`config.mk`:
```
export PLATFORM = sky130hd
export DESIGN_NAME = xalu_ctrl
export DESIGN_NICKNAME = d
export VERILOG_FILES = /design/src/rtl/xalu_pkg.sv /design/src/rtl/xalu_ctrl.sv
export SDC_FILE = /design/constraint.sdc
export NUM_CORES = 1
export LEC_CHECK = 0
export ABC_AREA = 1
export BUFFER_PORTS_ARGS = -buffer_cell sky130_fd_sc_hd__buf_4
export CAP_MARGIN = 20
export CORE_MARGIN = 1.5
export CORE_UTILIZATION = 41
export CTS_CLUSTER_DIAMETER = 60
export DETAILED_ROUTE_END_ITERATION = 6
export GPL_TIMING_DRIVEN = 0
export PLACE_DENSITY = 0.76
export SKIP_LAST_GASP = 1
export SYNTH_ARGS = -nofsm -noshare
export SYNTH_HDL_FRONTEND = slang
export SYNTH_SLANG_ARGS = --single-unit
```
`constraint.sdc`:
```
create_clock -name Clock -period 1.43 [get_ports Clock]
set_input_delay 0.2145 -clock Clock [delete_from_list [all_inputs] [get_ports Clock]]
set_output_delay 0.2145 -clock Clock [all_outputs]
set_load 0.01 [all_outputs]
```
`src/rtl/xalu_pkg.sv`:
```
// xalu_pkg: op encodings, controller state type and default timing constants shared by the XALU controller.
package xalu_pkg;

    typedef enum logic [2:0] {
        OP_MULT  = 3'd0,
        OP_MULTU = 3'd1,
        OP_DIV   = 3'd2,
        OP_DIVU  = 3'd3,
        OP_MTHI  = 3'd4,
        OP_MTLO  = 3'd5,
        OP_MFHI  = 3'd6,
        OP_MFLO  = 3'd7
    } xalu_op_e;

    typedef enum logic [1:0] {
        ST_IDLE  = 2'd0,
        ST_ISSUE = 2'd1,
        ST_WAIT  = 2'd2
    } state_e;

    localparam int TIMEOUT_DEFAULT = 64;
    localparam int GRACE_DEFAULT   = 1;

    function automatic logic is_long_op(input logic [2:0] op);
        return ~op[2];
    endfunction

    function automatic logic is_read_op(input logic [2:0] op);
        return op == OP_MFHI || op == OP_MFLO;
    endfunction

endpackage

```
`src/rtl/xalu_ctrl.sv`:
```
// xalu_ctrl: sequences mult/div/move requests from the pipeline into the XALU and returns HI/LO reads.
module xalu_ctrl
    import xalu_pkg::*;
#(
    parameter int TIMEOUT_CYCLES = TIMEOUT_DEFAULT,
    parameter int GRACE_CYCLES   = GRACE_DEFAULT
) (
    input  logic        Clock,
    input  logic        Reset,
    input  logic        req_valid,
    input  logic [2:0]  req_op,
    input  logic [31:0] req_a,
    input  logic [31:0] req_b,
    output logic        req_ready,
    output logic        Stall,
    output logic [1:0]  Start,
    output logic [2:0]  XALUOp,
    output logic [31:0] RD1,
    output logic [31:0] RD2,
    input  logic        Busy,
    input  logic [31:0] HI,
    input  logic [31:0] LO,
    output logic        rd_valid,
    output logic [31:0] rd_data,
    output logic        err
);

    localparam int CW = $clog2(TIMEOUT_CYCLES + 1);

    state_e        state_q, state_d;
    logic [2:0]    op_q, op_d;
    logic [31:0]   a_q, a_d, b_q, b_d, rd_data_q, rd_data_d;
    logic          start_q, start_d, rd_valid_q, rd_valid_d, err_q, err_d;
    logic [CW-1:0] cnt_q, cnt_d;
    logic          accept, grace_done, timeout;

    assign req_ready  = state_q == ST_IDLE && !Busy;
    assign Stall      = req_valid & ~req_ready;
    assign accept     = req_valid & req_ready;
    assign grace_done = int'(cnt_q) >= GRACE_CYCLES;
    assign timeout    = int'(cnt_q) + 1 >= TIMEOUT_CYCLES;

    always_comb begin
        state_d    = state_q;
        op_d       = op_q;
        a_d        = a_q;
        b_d        = b_q;
        cnt_d      = '0;
        rd_valid_d = 1'b0;
        rd_data_d  = rd_data_q;
        err_d      = err_q;
        case (state_q)
            ST_IDLE: begin
                if (accept && is_read_op(req_op)) begin
                    rd_valid_d = 1'b1;
                    rd_data_d  = req_op == OP_MFHI ? HI : LO;
                end else if (accept) begin
                    state_d = ST_ISSUE;
                    op_d    = req_op;
                    a_d     = req_a;
                    b_d     = req_b;
                end
            end
            ST_ISSUE: state_d = is_long_op(op_q) ? ST_WAIT : ST_IDLE;
            ST_WAIT: begin
                // Busy may still read low right after Start, so it is ignored until the grace window passes
                if (!Busy && grace_done) begin
                    state_d = ST_IDLE;
                end else if (timeout) begin
                    state_d = ST_IDLE;
                    err_d   = 1'b1;
                end else begin
                    cnt_d = cnt_q + CW'(1);
                end
            end
            default: state_d = ST_IDLE;
        endcase
        start_d = state_d == ST_ISSUE;
    end

    always_ff @(posedge Clock or negedge Reset) begin
        if (!Reset) begin
            state_q    <= ST_IDLE;
            op_q       <= '0;
            a_q        <= '0;
            b_q        <= '0;
            start_q    <= 1'b0;
            cnt_q      <= '0;
            rd_valid_q <= 1'b0;
            rd_data_q  <= '0;
            err_q      <= 1'b0;
        end else begin
            state_q    <= state_d;
            op_q       <= op_d;
            a_q        <= a_d;
            b_q        <= b_d;
            start_q    <= start_d;
            cnt_q      <= cnt_d;
            rd_valid_q <= rd_valid_d;
            rd_data_q  <= rd_data_d;
            err_q      <= err_d;
        end
    end

    assign Start    = {1'b0, start_q};
    assign XALUOp   = op_q;
    assign RD1      = a_q;
    assign RD2      = b_q;
    assign rd_valid = rd_valid_q;
    assign rd_data  = rd_data_q;
    assign err      = err_q;

endmodule

```
==> metrics, run 1 <==
status=finished with violations; violated checks=negative setup slack; count of input and output buffers=between 200 and 250; fraction of final layout cells sized beyond drive strength 1=0.403; Row Count=39; total detailed-routing wirelength=13900 um; family with the most delay on the worst path=flip-flops; final weighted congestion in routability-driven placement=0.858; max_slew headroom=0.488; Post-Syn Instances=564; Placement Setup Slack=-0.345 ns; average instance area after synthesis=8.46 sq um; sequential power share=0.442; area share of the leading cell type in the synthesized netlist=0.582; Int Power=0.00675 W; maximum clock skew at final layout=around 0.0074 ns; CTS H-tree lvls=3; area of the core=11400 sq um; average wire length per cell after detail routing=about 14 um; drt first-iter violations=220; summed instance area of the synthesized netlist=4770 sq um; worst path required time=1.67 ns; buffer cell driving the clock tree root=sky130_fd_sc_hd__clkbuf_16; clock-pin slew on the worst setup and hold paths=0.07 ns; highest clock frequency the design can meet=645 MHz; most area-consuming cells after synthesis=sky130_fd_sc_hd__dfrtp_1 (58%), sky130_fd_sc_hd__nand2_1 (9.2%), sky130_fd_sc_hd__inv_1 (8.5%), sky130_fd_sc_hd__o21ai_0 (7.3%), sky130_fd_sc_hd__nor2_1 (3.8%); count of clock tree sinks=111; initial antenna violation count=0; max-slew violation count=0; part of the power in combinational logic=0.327; cells traversed along the worst timing path=nor3_4, nand2_2, a21oi_4, buf_12, buf_12, buf_8, nand2_1, o21ai_0; die extent in y=111 um; register-to-register setup slack=-0.12 ns; critical path capture point type=register; Worst Hold Slack=slightly above 0.07 ns; power density over cell area=1290 nW/um^2; Crit Path Max Fanout=10; via count=4614; RSZ-0062 raised after global routing=true; clock tree from TritonCTS=done; Switching Share=0.309; Slowest cell on crit path=sky130_fd_sc_hd__dfrtp_1; Post-route DRC=0; Initial Util=0.420; number of placed instances, taps included=roughly 950; crit path launch type=register; largest voltage drop on the vdd net=0.700 mV; number of register bits inferred by synthesis=111; part of the total power dissipated in the clock network=0.231; number of CTS-inserted buffers=9; finished layout cell area=7570 sq um; Yosys cell types=21; post-layout minimum cycle time=approximately 1.5 ns; hold violation count in the final report=0; max-cap violations=0; Area Overhead vs Synth=58.7%; Finished Layout Cells=around 980; Yosys top cell by area=sky130_fd_sc_hd__dfrtp_1; overflow left after global routing=0; sequential element share of the synthesized area=0.582; detailed placer's ending HPWL=10100 um; antenna-violating nets left=0; count of boundary I/O pins=240; Slew @ Worst Pin=0.768 ns; # nets final=between 900 and 1000; CP max stage delay=just over 0.4 ns; pin count of the biggest net entering global routing=59; vias per inst=approximately 4.7; most frequent cells in the layout=sky130_fd_sc_hd__buf_4 (251), sky130_fd_sc_hd__dfrtp_1 (111), sky130_fd_sc_hd__inv_1 (107); reported leakage power=4.00 nW; wire length of the first global-routing pass=22000 um; Synth Warn #=0; final worst slack=-0.120 ns; Worst Setup Path Type=reg -> reg; switching power of the nets=0.00303 W; Die Outline Area=~12000 sq um; arrival time worst endpoint=1.79 ns; type of the worst min-delay path=in -> reg; DIE WIDTH=approximately 110 um; most frequent standard cell in the layout excluding fill and tap cells=sky130_fd_sc_hd__buf_4; worst path buffer plus inverter count=3; combined global-route utilization of all metal layers=0.223; fin crit share=1.08; first-pass detailed-route iteration total=4; clk buf depth=2; number of global-route vias before repair=4584; cell mode on critical path=sky130_fd_sc_hd__buf_12; insertion delay of the later-clocked pin in the worst-skew pair=0.34 ns; post-place instance area=6790 sq um; number of antenna diodes=0; final setup violation count=70
worst min-delay path: cells and delay by family:
kind | cells | cell delay, ns
AOI/OAI and AO/OA | 1 | 0.04
buffers and inverters | 1 | 0.08
and+or+nand+nor | 1 | 0.05
cells in the mapped netlist:
master and instances:
sky130_fd_sc_hd__nand4_1 1, sky130_fd_sc_hd__conb_1 1, sky130_fd_sc_hd__nor3_4 1, sky130_fd_sc_hd__nand2_1 117, sky130_fd_sc_hd__dfrtp_1 111, sky130_fd_sc_hd__buf_4 10
sky130_fd_sc_hd__clkbuf_1 12, sky130_fd_sc_hd__nand3b_1 1, sky130_fd_sc_hd__xnor2_1 2, sky130_fd_sc_hd__nor3_1 1, sky130_fd_sc_hd__nand2_2 1, sky130_fd_sc_hd__inv_1 108
sky130_fd_sc_hd__a21oi_4 1, sky130_fd_sc_hd__nor2_1 48, sky130_fd_sc_hd__nand3_1 5, sky130_fd_sc_hd__xor2_1 2, sky130_fd_sc_hd__o21ai_0 70, sky130_fd_sc_hd__ha_1 2
sky130_fd_sc_hd__a21oi_1 33, sky130_fd_sc_hd__o21ai_1 29, sky130_fd_sc_hd__buf_2 8
timing repair:
item | 4_1_cts | 5_1_grt
setup endpoints to repair | 108 | 109
gates resized for setup | 37 | 74
buffers inserted | 9 | 2
hold endpoints to repair | 57 | 0
pin swaps | 2 | 8
hold buffers | 1 | 0
cloned | 2 | 5
metrics by stage:
stage	util	setup TNS [ns]	power, W
3_3_place_gp	0.595	-25.25	0.00719
6_report	0.666	-4.20	0.00978
4_1_cts	0.641	-4.61	0.00970
2_1_floorplan	-	-0.666	0.00545
3_5_place_dp	0.597	-23.88	0.00730
5_1_grt	0.666	-15.36	0.0103
worst paths after layout:
path / from / to / cells after the start
hold / removal: req_b[28] / RD2[28] / 3
max in group asynchronous: Reset / RD1[15] / 3
setup / recovery: state_q[1] / RD1[10] / 8
setup reg to reg: state_q[1] / RD1[10] / 8
min in group asynchronous: Reset / rd_data[10] / 2
hold reg to reg: err / err / 2
registers in the layout, indices dropped and copies added, names as in the netlist:
register	cells
RD2	32
start_q	1
cnt_q	7
err	1
XALUOp	3
RD1	32
rd_valid	1
state_q	2
rd_data	32
power by group through the flow:
| stage | Sequential [W] | Clock (W) | Combinational [W] |
|---|---|---|---|
| 3_5_place_dp | 0.00435 | 0 | 0.00295 |
| 5_1_grt | 0.00440 | 0.00243 | 0.00348 |
| 2_1_floorplan | 0.00465 | 0 | 0.000798 |
| 4_1_cts | 0.00431 | 0.00232 | 0.00307 |
| 6_report | 0.00432 | 0.00226 | 0.00320 |
| 3_3_place_gp | 0.00431 | 0 | 0.00288 |
routing by layer:
metal,vias to the layer above,share of wire,global-route usage
met5,-,0,0
met4,0,0.026,0.0991
met3,26,0.073,0.0607
met2,185,0.51,0.387
met1,2152,0.39,0.258
li1,2251,-,-
cells by family (layout without fill, tap and decap cells):
logic type,count (synthesis),after routing,synth area share
buffers and inverters,138,409,0.119
other,1,2,0.000786
and+or+nand+nor,175,175,0.144
xor gates and xnor gates,4,4,0.00735
adders and majority gates,2,2,0.00525
DFF,111,111,0.582
AOI/OAI and AO/OA,133,133,0.142
final cells by class:
| cell class | instances | area, sq um |
|---|---|---|
| clock inverters | 4 | 22.5 |
| well taps | 143 | 179 |
| fillers | 932 | 3800 |
| repair buffers | 257 | 2060 |
| multi-input cells | 316 | 1590 |
| flip-flops and latches | 111 | 2780 |
| plain buffers | 28 | 300 |
| clock buffers | 12 | 236 |
| inverters | 108 | 405 |
Note: power is estimated with default switching activity, not from simulation.
==> inputs of run 2 (changes only) <==
RECOVER_POWER = 100   (was default)
SETUP_SLACK_MARGIN = 0.2   (was default)
==> metrics, run 2 (synthesis results as in run 1) <==
CTS H-tree lvls=3; average wire length per cell after detail routing=~15 um; violated checks=negative setup slack; max_slew headroom=0.513; maximum clock skew at final layout=0.00783 ns; CP max stage delay=0.42 ns; arrival time worst endpoint=roughly 1.9 ns; power density over cell area=1310 nW/um^2; register-to-register setup slack=-0.20 ns; Design Power=between 0.01 and 0.015 W; drt first-iter violations=258; wire length of the first global-routing pass=22800 um; final core area utilization=0.697; capturing point of the worst reg2reg path=RD1[6]; Initial Util=0.420; type of the worst min-delay path=in -> reg; largest voltage drop on the vdd net=0.769 mV; initial antenna violation count=0; area of the multi-input gates=1690 sq um; startpoint of the worst register-to-register path=state_q[1]; cells traversed along the worst timing path=nor3_4, nand2_2, a21oi_4, buf_12, buf_8, buf_6, nand2_1, o21ai_0; count of boundary I/O pins=240; number of antenna diodes=0; die extent in y=roughly 110 um; filler cell count=about 870; overflow left after global routing=0; final weighted congestion in routability-driven placement=between 0.8 and 0.9; critical path capture point type=register; count of input and output buffers=about 240; detailed placer's ending HPWL=around 10000 um; pin count of the biggest net entering global routing=62; Area Overhead vs Synth=66.2%; buffer cell driving the clock tree root=sky130_fd_sc_hd__clkbuf_16; Crit Path Max Fanout=5; Post-route DRC=0; highest clock frequency the design can meet=615 MHz; fraction of final layout cells sized beyond drive strength 1=0.449; Die Outline Area=12300 sq um; DIE WIDTH=between 100 and 150 um; clock tree from TritonCTS=done; number of cells on the worst reg-to-reg path=8; Slowest cell on crit path=sky130_fd_sc_hd__dfrtp_1; reported leakage power=slightly above 4 nW; RSZ-0062 raised after global routing=true; Storage cell area=2780 sq um; number of cells on the critical path=8; Hold Crit Start=req_b[14]; status=finished with violations; count of clock tree sinks=about 110; first-pass detailed-route iteration total=4; most frequent cells in the layout=sky130_fd_sc_hd__buf_4 (245), sky130_fd_sc_hd__dfrtp_1 (111), sky130_fd_sc_hd__inv_1 (107); worst path required time=1.69 ns; clock-pin slew on the worst setup and hold paths=0.08 ns; startpoint of the worst setup timing path=state_q[1]; insertion delay of the later-clocked pin in the worst-skew pair=0.34 ns; post-layout minimum cycle time=between 1.5 and 2 ns; combined global-route utilization of all metal layers=0.231; most frequent standard cell in the layout excluding fill and tap cells=sky130_fd_sc_hd__buf_4; final setup violation count=between 100 and 150; final worst slack=-0.196 ns; worst path buffer plus inverter count=3; vias per inst=~4.8; via count=4778; Worst Setup Path Type=reg -> reg; number of global-route vias before repair=4760; fin crit share=1.14; number of CTS-inserted buffers=9; max-cap violations=0; Slew @ Worst Pin=0.730 ns; area of the core=11400 sq um; antenna-violating nets left=0; max-slew violation count=0; family with the most delay on the worst path=flip-flops; hold violation count in the final report=0; clk buf depth=2; # nets final=983; crit path launch type=register; total detailed-routing wirelength=approximately 15000 um; Row Count=39; CP Capture Point=RD1[6]
==> run 2: cell types whose count changed in the layout (fill, tap and decap cells not counted), moves of 5 or more <==
cell,before,now
sky130_fd_sc_hd__nand2_1,103,81
sky130_fd_sc_hd__buf_4,251,245
sky130_fd_sc_hd__buf_6,7,18
sky130_fd_sc_hd__a21oi_2,0,6
sky130_fd_sc_hd__a21oi_1,33,27
sky130_fd_sc_hd__buf_8,3,8
sky130_fd_sc_hd__nand2_2,10,31
==> run 2: stage by stage <==
step	area, sq um	cells	TNS, ns	hold slack, ns	setup slack (ns)
2_1_floorplan	4810	565	-0.272	-0.0811	-0.00689
3_3_place_gp	6780	946	-21.13	0.421	-0.274
3_5_place_dp	6810	947	-22.38	0.290	-0.309
4_1_cts	7520	987	-8.63	0.0701	-0.103
5_1_grt	7930	994	-22.97	0.0705	-0.255
6_report	7930	994	-15.82	0.0715	-0.196
==> run 2: layout make-up <==
cell class	instances	share of cell area
Buffer	30	0.0423
Clock buffer	10	0.0289
Clock inverter	6	0.0117
Inverter	108	0.0511
Multi-Input combinational cell	316	0.214
Sequential cell	111	0.350
Tap cell	143	0.0226
Timing Repair Buffer	270	0.279
==> run 2: worst min path at each step <==
stage | endpoint | slack (ns) | cells after the start
after detailed placement | RD1[17] | 0.29 | 1
after floorplan | RD1[0] | -0.08 | 0
after global placement | RD2[22] | 0.42 | 3
after CTS | RD2[8] | 0.07 | 3
after global routing | RD2[14] | 0.07 | 3
final | RD2[14] | 0.07 | 3
==> run 2: worst reg2reg max path, stage by stage, from the launching register on <==
cell and delay [ns]:
sky130_fd_sc_hd__dfrtp_1 0.42, sky130_fd_sc_hd__nor3_4 0.24, sky130_fd_sc_hd__nand2_2 0.12, sky130_fd_sc_hd__a21oi_4 0.22, sky130_fd_sc_hd__buf_12 0.16, sky130_fd_sc_hd__buf_8 0.13, sky130_fd_sc_hd__buf_6 0.12, sky130_fd_sc_hd__nand2_1 0.05
sky130_fd_sc_hd__o21ai_0 0.07
==> run 2: repair_timing <==
action	CTS	global route
pin swaps	6	7
hold buffers	1	0
endpoints found under the setup margin	111	172
resized for setup	60	104
buffers inserted	14	1
hold endpoints to repair	50	0
gates cloned	9	6
==> run 2: routing by layer <==
metal	global-route usage	routed length [um]	up-vias	share of wire
met2	0.416	7660	219	0.52
met5	0	0	-	0
met1	0.264	5570	2238	0.38
li1	-	-	2284	-
met3	0.0634	1040	37	0.070
met4	0.0769	436	0	0.030
==> run 2: report_power, final <==
group          internal [W]  total (W)  switching [W]
sequential          0.00387    0.00433       0.000460
combinational       0.00178    0.00335        0.00156
clock               0.00155    0.00270        0.00116
total               0.00720     0.0104        0.00318
==> inputs of run 3 (changes only) <==
CORE_ASPECT_RATIO = 1.25   (was default)
==> metrics, run 3 (synthesis results as in run 1) <==
Area Overhead vs Synth=56.0%; overflow left after global routing=0; first-pass detailed-route iteration total=4; antenna-violating nets left=0; final weighted congestion in routability-driven placement=just over 0.8; count of input and output buffers=238; DIE WIDTH=99.5 um; fraction of final layout cells sized beyond drive strength 1=0.327; CTS H-tree lvls=3; number of global-route vias before repair=4596; Die Outline Area=~12000 sq um; total detailed-routing wirelength=14500 um; RSZ-0062 raised after global routing=true; clk buf depth=2; most frequent cells in the layout=sky130_fd_sc_hd__buf_4 (150), sky130_fd_sc_hd__dfrtp_1 (111), sky130_fd_sc_hd__clkbuf_1 (108), sky130_fd_sc_hd__nand2_1 (108), sky130_fd_sc_hd__inv_1 (107); post-layout minimum cycle time=1.52 ns; post-place instance area=6800 sq um; Row Count=43; Initial Util=0.426; crit path launch type=register; average wire length per cell after detail routing=14.8 um; highest clock frequency the design can meet=656 MHz; final worst slack=-0.0938 ns; hold-critical path depth=3; clock tree from TritonCTS=done; Design Power=0.00964 W; arrival time worst endpoint=~1.8 ns; Post-route DRC=0; # nets final=980; global-route track usage on met2=0.417; final setup violation count=81; Crit Path Max Fanout=5; maximum clock skew at final layout=0.00959 ns; wire length of the first global-routing pass=22000 um; buffer cell driving the clock tree root=sky130_fd_sc_hd__clkbuf_16; largest voltage drop on the vdd net=0.584 mV; combined global-route utilization of all metal layers=0.228; detailed placer's ending HPWL=10200 um; count of boundary I/O pins=240; drt first-iter violations=98; max-cap violations=0; max-slew violation count=0; count of clock tree sinks=~110; register-to-register setup slack=-0.09 ns; worst path required time=around 1.7 ns; max_slew headroom=0.548; fin crit share=1.07; Worst Setup Path Type=reg -> reg; via count=4689; pin count of the biggest net entering global routing=65; type of the worst min-delay path=in -> reg; Slew @ Worst Pin=0.678 ns; critical path capture point type=register; most frequent standard cell in the layout excluding fill and tap cells=sky130_fd_sc_hd__buf_4; initial antenna violation count=0; vias per inst=4.77; clock-pin slew on the worst setup and hold paths=~0.08 ns; area of the core=~11000 sq um; reported leakage power=around 3.7 nW; number of cells on the worst reg-to-reg path=8; die extent in y=about 120 um; number of antenna diodes=0; filler cell count=967; violated checks=negative setup slack; finished layout cell area=about 7400 sq um; met3 usage=0.0539; hold violation count in the final report=0; grt peak-use layer=met2; status=finished with violations; number of CTS-inserted buffers=9; insertion delay of the later-clocked pin in the worst-skew pair=~0.35 ns; power density over cell area=about 1300 nW/um^2; met1 layer usage reported by global route=0.250
## run 3: path summary, 6_finish.rpt
kind | from | to
max | state_q[1] | rd_data[2]
min | req_b[28] | RD2[28]
max reg2reg | state_q[1] | rd_data[2]
min reg2reg | err | err
max in group asynchronous | Reset | RD1[15]
min in group asynchronous | Reset | rd_data[25]
## run 3: final cells by class
cell class	count	area [sq um]	share of cell area
flip-flops and latches	111	2780	0.373
clock inverters	7	80.1	0.0108
plain buffers	30	295	0.0397
well taps	135	169	0.0227
clock buffers	9	225	0.0303
multi-input cells	316	1720	0.232
repair buffers	267	1770	0.237
inverters	108	405	0.0545
## run 3: timing repair
action                                 4_1_cts  5_1_grt
pin swaps                                   22       13
endpoints found under the hold margin       47        0
hold buffers                                 1        0
gates resized for setup                     77       66
setup endpoints to repair                  111      175
setup buffers                               17        2
cloned                                       7        1
## run 3: power by group
group	total [W]	leakage [nW]	switching [W]	internal [W]
registers	0.00434	1.34	0.000474	0.00387
clock network	0.00256	0.143	0.00119	0.00138
logic	0.00273	2.20	0.00155	0.00118
## run 3: per-stage QoR
step | hold WS, ns | cells | setup WS (ns) | TNS, ns | util
2_1_floorplan | -0.0811 | 565 | -0.00689 | -0.272 | -
5_1_grt | 0.0678 | 983 | -0.181 | -13.15 | 0.665
3_5_place_dp | 0.278 | 939 | -0.307 | -20.98 | 0.607
6_report | 0.0724 | 983 | -0.0938 | -3.03 | 0.665
4_1_cts | 0.0625 | 980 | -0.0917 | -4.02 | 0.678
3_3_place_gp | 0.423 | 938 | -0.274 | -20.67 | 0.605
## run 3: per-layer routing
metal / up-vias / routed length [um]
li1: 2277 / -
met1: 2180 / 5430
met2: 203 / 7740
met3: 29 / 954
met4: 0 / 376
met5: - / 0
## run 3: critical path, cell delays in order, from the launching register on
cell and delay [ns]:
sky130_fd_sc_hd__dfrtp_1 0.41, sky130_fd_sc_hd__nor3_4 0.22, sky130_fd_sc_hd__nand2_4 0.11, sky130_fd_sc_hd__nor2_4 0.14, sky130_fd_sc_hd__buf_6 0.17, sky130_fd_sc_hd__buf_6 0.11, sky130_fd_sc_hd__buf_8 0.12, sky130_fd_sc_hd__nor2_1 0.06
sky130_fd_sc_hd__a21oi_2 0.11
